--- src/rtl/alu_pkg.sv ---
// Shared opcode encodings and tag constants for the ALU reservation station.
package alu_pkg;

   localparam int OP_W     = 4;
   localparam int TAG_FREE = 0;

   typedef enum logic [OP_W-1:0] {
      OP_NOP  = 4'd0,
      OP_ADD  = 4'd1,
      OP_SUB  = 4'd2,
      OP_SLL  = 4'd3,
      OP_SLT  = 4'd4,
      OP_SLTU = 4'd5,
      OP_XOR  = 4'd6,
      OP_SRL  = 4'd7,
      OP_SRA  = 4'd8,
      OP_OR   = 4'd9,
      OP_AND  = 4'd10,
      OP_LUI  = 4'd11,
      OP_JAL  = 4'd12
   } op_e;

endpackage

--- src/rtl/alu_exec.sv ---
// Combinational integer datapath: op, data1, data2 -> result.
module alu_exec
   import alu_pkg::*;
#(
   parameter int DATA_W = 32
) (
   input  logic [OP_W-1:0]   op_i,
   input  logic [DATA_W-1:0] data1_i,
   input  logic [DATA_W-1:0] data2_i,
   output logic [DATA_W-1:0] result_o
);

   localparam int SHW = $clog2(DATA_W);

   logic [SHW-1:0] shamt;
   assign shamt = data2_i[SHW-1:0];

   always_comb begin
      result_o = '0;
      case (op_i)
         OP_ADD, OP_JAL: result_o = data1_i + data2_i;
         OP_SUB:         result_o = data1_i - data2_i;
         OP_SLT:         result_o = {{(DATA_W-1){1'b0}}, $signed(data1_i) < $signed(data2_i)};
         OP_SLTU:        result_o = {{(DATA_W-1){1'b0}}, data1_i < data2_i};
         OP_SLL:         result_o = data1_i << shamt;
         OP_SRL:         result_o = data1_i >> shamt;
         OP_SRA:         result_o = $signed(data1_i) >>> shamt;
         OP_XOR:         result_o = data1_i ^ data2_i;
         OP_OR:          result_o = data1_i | data2_i;
         OP_AND:         result_o = data1_i & data2_i;
         OP_LUI:         result_o = data2_i;
         default:        result_o = '0;
      endcase
   end

endmodule

--- src/rtl/alu_station.sv ---
// ALU reservation station: captures operands from the CDB, issues the oldest
// ready entry into a single registered result slot.
module alu_station
   import alu_pkg::*;
#(
   parameter int DEPTH   = 8,
   parameter int DATA_W  = 32,
   parameter int TAG_W   = 4,
   parameter int NUM_CDB = 2
) (
   input  logic                        clk,
   input  logic                        rst,
   input  logic                        flush,
   input  logic                        in_valid,
   output logic                        in_ready,
   input  logic [OP_W-1:0]             in_op,
   input  logic [TAG_W-1:0]            in_dest,
   input  logic [TAG_W-1:0]            in_tag1,
   input  logic [TAG_W-1:0]            in_tag2,
   input  logic [DATA_W-1:0]           in_data1,
   input  logic [DATA_W-1:0]           in_data2,
   input  logic [NUM_CDB-1:0]          cdb_valid,
   input  logic [NUM_CDB*TAG_W-1:0]    cdb_tag,
   input  logic [NUM_CDB*DATA_W-1:0]   cdb_data,
   output logic                        out_valid,
   input  logic                        out_ready,
   output logic [TAG_W-1:0]            out_tag,
   output logic [DATA_W-1:0]           out_data,
   output logic [$clog2(DEPTH+1)-1:0]  count
);

   localparam int IDX_W = $clog2(DEPTH);
   localparam int AGE_W = $clog2(DEPTH);
   localparam int CNT_W = $clog2(DEPTH+1);
   localparam logic [TAG_W-1:0] TAG_0 = TAG_W'(TAG_FREE);

   // age = number of older occupied entries; 0 is the oldest
   typedef struct packed {
      logic              vld;
      logic [OP_W-1:0]   op;
      logic [TAG_W-1:0]  dest;
      logic [TAG_W-1:0]  tag1;
      logic [TAG_W-1:0]  tag2;
      logic [DATA_W-1:0] d1;
      logic [DATA_W-1:0] d2;
      logic [AGE_W-1:0]  age;
   } entry_t;

   entry_t             ent_q [DEPTH];
   entry_t             ent_d [DEPTH];
   logic [CNT_W-1:0]   count_q, count_d;
   logic               out_valid_q, out_valid_d;
   logic [TAG_W-1:0]   out_tag_q, out_tag_d;
   logic [DATA_W-1:0]  out_data_q, out_data_d;

   logic               iss_any, issue, fr_any, accept;
   logic [IDX_W-1:0]   iss_idx, fr_idx;
   logic [AGE_W-1:0]   best_age;
   logic [OP_W-1:0]    sel_op;
   logic [DATA_W-1:0]  sel_d1, sel_d2, exec_res;

   // Lowest matching lane wins: iterate high to low so lane 0 is written last.
   function automatic logic [DATA_W:0] snoop(
      input logic [TAG_W-1:0]          t,
      input logic [NUM_CDB-1:0]        v,
      input logic [NUM_CDB*TAG_W-1:0]  tg,
      input logic [NUM_CDB*DATA_W-1:0] dt
   );
      logic [DATA_W:0] r;
      r = '0;
      for (int l = NUM_CDB-1; l >= 0; l--) begin
         if (v[l] && (t != TAG_0) && (tg[l*TAG_W +: TAG_W] == t))
            r = {1'b1, dt[l*DATA_W +: DATA_W]};
      end
      return r;
   endfunction

   assign in_ready = (count_q < CNT_W'(DEPTH));

   always_comb begin
      iss_any  = 1'b0;
      iss_idx  = '0;
      best_age = '1;
      fr_any   = 1'b0;
      fr_idx   = '0;
      for (int i = 0; i < DEPTH; i++) begin
         if (ent_q[i].vld && (ent_q[i].tag1 == TAG_0) && (ent_q[i].tag2 == TAG_0) &&
             (!iss_any || (ent_q[i].age < best_age))) begin
            iss_any  = 1'b1;
            iss_idx  = IDX_W'(i);
            best_age = ent_q[i].age;
         end
         if (!ent_q[i].vld && !fr_any) begin
            fr_any = 1'b1;
            fr_idx = IDX_W'(i);
         end
      end
      issue  = iss_any && (!out_valid_q || out_ready);
      accept = in_valid && in_ready && (in_op != OP_NOP) && fr_any;
      sel_op = ent_q[iss_idx].op;
      sel_d1 = ent_q[iss_idx].d1;
      sel_d2 = ent_q[iss_idx].d2;
   end

   alu_exec #(.DATA_W(DATA_W)) u_exec (
      .op_i     (sel_op),
      .data1_i  (sel_d1),
      .data2_i  (sel_d2),
      .result_o (exec_res)
   );

   always_comb begin
      logic [DATA_W:0] s1, s2;
      for (int i = 0; i < DEPTH; i++) begin
         ent_d[i] = ent_q[i];
         s1 = snoop(ent_q[i].tag1, cdb_valid, cdb_tag, cdb_data);
         s2 = snoop(ent_q[i].tag2, cdb_valid, cdb_tag, cdb_data);
         if (ent_q[i].vld && s1[DATA_W]) begin
            ent_d[i].tag1 = TAG_0;
            ent_d[i].d1   = s1[DATA_W-1:0];
         end
         if (ent_q[i].vld && s2[DATA_W]) begin
            ent_d[i].tag2 = TAG_0;
            ent_d[i].d2   = s2[DATA_W-1:0];
         end
         // Keep ages dense: everything younger than the issued entry moves up.
         if (issue && ent_q[i].vld && (ent_q[i].age > best_age))
            ent_d[i].age = ent_q[i].age - AGE_W'(1);
         if (issue && (IDX_W'(i) == iss_idx))
            ent_d[i].vld = 1'b0;
      end
      if (accept) begin
         s1 = snoop(in_tag1, cdb_valid, cdb_tag, cdb_data);
         s2 = snoop(in_tag2, cdb_valid, cdb_tag, cdb_data);
         ent_d[fr_idx].vld  = 1'b1;
         ent_d[fr_idx].op   = in_op;
         ent_d[fr_idx].dest = in_dest;
         ent_d[fr_idx].tag1 = s1[DATA_W] ? TAG_0 : in_tag1;
         ent_d[fr_idx].tag2 = s2[DATA_W] ? TAG_0 : in_tag2;
         ent_d[fr_idx].d1   = s1[DATA_W] ? s1[DATA_W-1:0] : in_data1;
         ent_d[fr_idx].d2   = s2[DATA_W] ? s2[DATA_W-1:0] : in_data2;
         ent_d[fr_idx].age  = AGE_W'(count_q - CNT_W'(issue));
      end
      count_d = count_q + CNT_W'(accept) - CNT_W'(issue);
   end

   always_comb begin
      out_valid_d = out_valid_q;
      out_tag_d   = out_tag_q;
      out_data_d  = out_data_q;
      if (issue) begin
         out_valid_d = 1'b1;
         out_tag_d   = ent_q[iss_idx].dest;
         out_data_d  = exec_res;
      end else if (out_ready) begin
         out_valid_d = 1'b0;
      end
   end

   always_ff @(posedge clk) begin
      if (!rst || flush) begin
         for (int i = 0; i < DEPTH; i++) ent_q[i] <= '0;
         count_q     <= '0;
         out_valid_q <= 1'b0;
         out_tag_q   <= '0;
         out_data_q  <= '0;
      end else begin
         for (int i = 0; i < DEPTH; i++) ent_q[i] <= ent_d[i];
         count_q     <= count_d;
         out_valid_q <= out_valid_d;
         out_tag_q   <= out_tag_d;
         out_data_q  <= out_data_d;
      end
   end

   assign out_valid = out_valid_q;
   assign out_tag   = out_tag_q;
   assign out_data  = out_data_q;
   assign count     = count_q;

endmodule
--- config.mk ---
export PLATFORM = sky130hd
export DESIGN_NAME = alu_station
export DESIGN_NICKNAME = d
export VERILOG_FILES = /design/src/rtl/alu_pkg.sv /design/src/rtl/alu_exec.sv /design/src/rtl/alu_station.sv
export SDC_FILE = /design/constraint.sdc
export NUM_CORES = 2
export LEC_CHECK = 0
export BUFFER_PORTS_ARGS = -buffer_cell sky130_fd_sc_hd__buf_4
export CORE_ASPECT_RATIO = 0.8
export CORE_MARGIN = 2
export CORE_UTILIZATION = 35
export CTS_CLUSTER_DIAMETER = 60
export DETAILED_ROUTE_END_ITERATION = 7
export GPL_ROUTABILITY_DRIVEN = 0
export PLACE_DENSITY_LB_ADDON = 0.3
export SETUP_SLACK_MARGIN = 0.15
export SYNTH_ARGS = -nofsm -noshare
export SYNTH_HDL_FRONTEND = slang
export SYNTH_SLANG_ARGS = --single-unit
--- constraint.sdc ---
create_clock -name clk -period 16.2 [get_ports clk]
set_input_delay 1.62 -clock clk [delete_from_list [all_inputs] [get_ports clk]]
set_output_delay 1.62 -clock clk [all_outputs]
set_load 0.05 [all_outputs]
# After elaboration in Yosys (flattened, before gate mapping)
# Memories as Yosys holds them, arrays and structs flattened.
# Cells that the tools add are included.
dict set report classes {
  add_sub_neg 13
  div 0
  muxes 167
  eq_ne 55
  bitwise 12
  reduce_logical 216
  magnitude_cmp 20
  shifts 3
  n_mul 0
}
# op count
set op_table {}
lappend op_table {{672-bit bitwise mux} 8}
lappend op_table {{84-bit demux with 3-bit select} 8}
lappend op_table {{33-bit 2-to-1 mux} 38}
lappend op_table {{84-bit 2-to-1 mux} 9}
lappend op_table {{672-bit 2-to-1 mux} 1}
lappend op_table {{32-bit 2-to-1 mux} 18}
lappend op_table {{32-bit case mux with 11 select lines} 1}
lappend op_table {{1-bit logical AND} 147}
lappend op_table {{4-bit equality test} 36}
lappend op_table {{3-bit 2-to-1 mux} 29}
lappend op_table {{83-bit 2-to-1 mux} 1}
lappend op_table {{79-bit 2-to-1 mux} 1}
lappend op_table {{4-bit nonzero test} 19}
lappend op_table {{75-bit 2-to-1 mux} 1}
lappend op_table {{4-bit 2-to-1 mux} 18}
lappend op_table {{71-bit 2-to-1 mux} 1}
lappend op_table {{67-bit 2-to-1 mux} 1}
lappend op_table {{4-bit zero test} 16}
lappend op_table {{32-bit less-than comparator} 2}
lappend op_table {{35-bit 2-to-1 mux} 1}
lappend op_table {{32-bit adder} 1}
lappend op_table {{32-bit bitwise AND} 1}
lappend op_table {{32-bit bitwise OR} 1}
lappend op_table {{32-bit by 5-bit left shift with 32-bit output} 1}
lappend op_table {{other kinds (28)} 126}
dict set report word_totals {
  ramBits 672
  wordCells 491
  latchBits 0
  romBits 0
  output_inout_bits 42
  mem_count 1
  regBits 41
}
# memory depth width read_ports rd_ports_with_merged_regs write_ports line_no
set mem_list {}
lappend mem_list {ent_q 8 84 9 0 8 alu_station.sv:49} ;# entry_t ent_q [DEPTH];

# Logic depth before layout (Yosys ltp)
# An unclocked memory read counts as a cell.
dict set report depth {
  word_depth 47
  ltp_mapped 86
}

# By module
# From an unflattened synthesis, not the netlist that was laid out.
dict set report unflattened {
  hier_cells 7522
  hier_area_um2 55505.7
}
# mod cells_per_inst area_each_um2 seq_area_each_um2 instances
set by_module_without_submodules {}
lappend by_module_without_submodules {alu_station 6289 46853.7 14273.7 1}
lappend by_module_without_submodules {alu_exec 1233 8652.0 0.0 1}

# Worst setup path before layout
# OpenSTA, ideal clock, no wires.
dict set report synth_timing {
  kind {register to register}
  startpoint {mem ent_q[0][72] in the netlist's numbering}
  endpoint {reg out_data_q[31] (netlist: out_data[31])}
  t_required_ps 16141
  arrival_ps 15861
  synth_period_minus_slack_ps 15920
  path_slack_ps 280
  stages_incl_launch_ff 83
  path_buffers 8
  cell_sequence {dfxtp_1 -> nor4_4 -> nand3_1 -> nor2_1 -> ha_1 -> and3b_1 -> a311o_1 -> o21ai_0 -> o22ai_1 -> ha_1 -> o21ai_0 -> a211oi_2 -> or3_1 -> o41ai_4 -> nor2_1 -> a21oi_1 -> ha_1 -> o31ai_1 -> [... 47 more ...] -> nor2_1 -> nor2_1 -> o21bai_1 -> a21o_1 -> a221oi_1 -> nor3_1 -> a2111oi_0 -> nor3_1 -> a41o_1 -> o41ai_1 -> o21ai_0 -> a21boi_0 -> o21bai_1 -> a21oi_1 -> o31ai_1 -> nand2b_1 -> a32oi_1 -> o31a_1}
}
# item line_no
set synth_lines {}
lappend synth_lines {{from (decl)} alu_station.sv:49}
lappend synth_lines {{to (signal assigned)} alu_station.sv:172} ;# out_data_q <= out_data_d;
lappend synth_lines {{to (decl)} alu_station.sv:54} ;# logic [DATA_W-1:0] out_data_q, out_data_d;

==> key figures <==
Status
  • Status: completed

Floorplanning
  • Total I/O pin count: 201
  • DIE WIDTH: 444.8 um
  • Initial core utilization: 0.3522
  • Floorplan core area: 0.1545 mm^2
  • # rows: 129
  • Die Area: 0.1586 mm^2
  • Die height: 356.6 um

CTS
  • CTS root buf: clkbuf_16
  • Clk_lat worst skew: roughly 0.75 ns
  • CTS clk-pin slew, worst paths: 0.06 ns
  • TritonCTS clock tree: done
  • Post-cts hold buffer count: 0
  • Clock sinks: 713
  • Number of buffers created by CTS: 85
  • Maximum root-to-sink buffer count: 3
  • CTS H-Tree Depth: 3

Finish
  • Post-route cell area: 0.06046 mm^2
  • Post-route non-filler standard cell count: 9287
  • Layout net count: 7489
  • Area added between synthesis and finish: 11.14%
  • Utilization after layout: 0.3914
  • Layout cells sized above 1: 0.1034
  • Number of filler instances in the final layout: between 15k and 20k

Power
  • Sequential share of power: 0.390
  • P_sw: around 1.4 mW
  • Part of the total power dissipated in the clock network: 0.454
  • Combinational power share: 0.156
  • Pwr per Cell Area: 75.16 mW/mm^2
  • Largest voltage drop on the vdd net: 0.08220 mV
  • Leakage dissipation: between 20 and 25 nW
  • Fraction of power spent switching nets: 0.3081
  • Total power after layout: 4.544 mW
  • Internal power: about 3.1 mW

Timing
  • Final period util: 0.9552
  • Setup-violating endpoint count in the final report: 0
  • Upper clock frequency limit: 64.62 MHz
  • Final TNS setup: 0 ns
  • Clock period minus worst slack: 15.47 ns
  • Relative max-transition margin: 0.07315
  • Slew @ Worst Pin: roughly 1.4 ns
  • Pins over their slew limit: 0
  • Worst Setup Slack, final: 0.7256 ns
  • Number of hold violations in the final report: 0
  • Setup skew after layout: approximately 0.05 ns
  • Hold Worst Slack: 0.4551 ns

Critical path
  • Cell type with the highest occurrence count on the critical path: ha_1
  • Startpoint kind of the worst setup timing path: flop
  • Maximum cell stage delay along the critical path: 0.40 ns
  • Largest driver fanout on the critical path: 57
  • Required time worst endpoint: 16.80 ns
  • Crit Path Class: reg -> reg
  • Slowest stage cell on the critical path: o311a_1
  • Critical path endpoint category: flop
  • Data arrival, critical path: 16.07 ns

Global route
  • Wire length of the first global-routing pass: 384.3 mm
  • Combined global-route utilization of all metal layers: 0.3198
  • Antenna violations before repair: 12
  • Maximum number of pins on one net before global-route repair: between 150 and 200
  • Vias in the first global route: 55.28k
  • GR Overflow Total: 0

Logic synthesis
  • Synthesized flop and latch total: 713
  • Sequential-to-total area share from yosys stat: 0.2624
  • Post-synthesis instance area: approximately 0.054 mm^2
  • Asr flop ratio synth: 0
  • Synth Area per Inst: approximately 7.3 um^2
  • Synth Net Count: between 7k and 8k
  • Post-synthesis cell count: about 7.5k
  • Number of enable-type register cells in the synthesized netlist: 0
  • Count of different cell masters after synthesis: 120
  • Count of synthesis-stage warnings from yosys: 0
  • Top_reg_cell synth: dfxtp_1

Drt
  • Number of antenna-violating nets in the routed design: 0
  • WL final: 266.7 mm
  • First drt pass iteration count: 7
  • Detailed-route via count: 60.58k
  • First DRT Iteration DRCs: roughly 9.5k
  • Routed via count divided by cell count: 6.523
  • Residual DRC: 0
  • Drt wl/cell: between 20 and 30 um

Job
  • Maximum Capacitance Violations: 0

Place
  • Post-detail-place hpwl: 164.7 mm
  • Placed cell count: 9109
  • I/O Buffers: 200
  • Placed standard-cell area: 0.05709 mm^2
  • Pre-CTS worst setup slack: -0.3968 ns

Min path
  • Hold Path Class: reg -> reg
-- routing by layer --
layer | vias to the layer above | wire length [um] | part of all wire | track usage
li1 | 26220 | - | - | -
met1 | 28690 | 104800 | 0.39 | 0.4278
met2 | 4694 | 104700 | 0.39 | 0.4453
met3 | 958 | 41720 | 0.16 | 0.1222
met4 | 16 | 15350 | 0.058 | 0.1548
met5 | - | 183 | 0.00069 | 0.004997
-- Yosys cell counts, types with 102 or more instances --
| library cell | number | area, um^2 |
|---|---|---|
| nor3_1 | 103 | 515.5 |
| clkbuf_1 | 539 | 2023 |
| xnor2_1 | 102 | 893.4 |
| inv_1 | 125 | 469.2 |
| mux2i_1 | 738 | 7387 |
| nand2_1 | 1670 | 6269 |
| nor2_1 | 336 | 1261 |
| a21oi_1 | 833 | 4169 |
| buf_1 | 139 | 521.8 |
| ha_1 | 145 | 1814 |
| o21ai_0 | 155 | 775.7 |
| nand3_1 | 121 | 605.6 |
| dfxtp_1 | 713 | 14270 |
| o211ai_1 | 563 | 4227 |
-- power by group through the flow --
stage	clock network, mW	registers [mW]	logic, mW
after global placement	0	1.81	0.652
after detailed placement	0	1.81	0.658
final	2.06	1.77	0.710
after floorplan	0	1.81	0.426
after global routing	2.13	1.77	0.741
after CTS	2.06	1.77	0.664
-- layout make-up --
type	instances	area (um^2)	share of cell area
antenna	7	17.52	0.0002897
clock buffer	126	2472	0.04090
clock inverter	29	414.1	0.006850
inverter	130	490.5	0.008113
multi-input combinational	5856	37200	0.6154
sequential	713	14270	0.2361
tap	2030	2540	0.04201
timing repair buffer	396	3044	0.05035
-- critical path, delay by kind of cell, from the launching register on --
kind                       cells  cell delay, ns
adders and majority gates      8            2.03
and+or+nand+nor               25            4.10
muxes                          1            0.31
AOI/OAI and AO/OA             40            7.31
buffers and inverters          7            1.17
DFF                            1            0.37
-- layout by cell type, fill, tap and decap left out, types with 26 or more instances in the layout --
cell and n:
ha_1 143, nand3b_1 44, o21ai_1 98, mux2i_1 735
xor2_1 57, clkbuf_16 87, a211oi_1 57, nand2_1 1659
a22oi_1 41, o221ai_1 69, a21oi_1 818, o22ai_1 47
xnor2_1 102, a31oi_1 62, o21ai_0 145, nor4_1 31
a21o_1 26, o211ai_1 563, and2_1 33, nor3_1 101
dfxtp_1 713, nand4_1 34, buf_4 390, nand3_1 116
inv_1 125, nor2_1 314
-- logic make-up (layout without fill, tap and decap cells) --
logic type,Yosys count,in the layout,synth area share
XOR/XNOR,159,159,0.02560
other,0,7,0
AND/OR/NAND/NOR,2526,2526,0.1972
buffers and inverters,904,681,0.06707
flip-flops,713,713,0.2624
adder cells (fa/ha/maj),149,149,0.03464
multiplexers,766,766,0.1421
AO/OA/AOI/OAI,2256,2256,0.2710
-- worst paths after layout --
path,startpoint,endpoint,slack [ns],cells past startpoint
setup / recovery,ent_q[0][73],out_data[31],0.73,81
hold / removal,out_tag[3],out_tag[3],0.46,2
setup reg to reg,ent_q[0][73],out_data[31],0.73,81
hold reg to reg,out_tag[3],out_tag[3],0.46,2
-- registers in the layout (all words and copies together) (netlist names), named ones only --
| name | cells |
|---|---|
| ent_q | 608 |
| out_data | 32 |
| count | 4 |
| out_tag | 4 |
| out_valid | 1 |
-- repair_timing --
item	in CTS	in global routing
gates cloned	0	1
resized for setup	12	62
endpoints found under the setup margin	8	18
pin swaps	2	17
buffers inserted	3	12
Power figures use the tool's default switching activity.
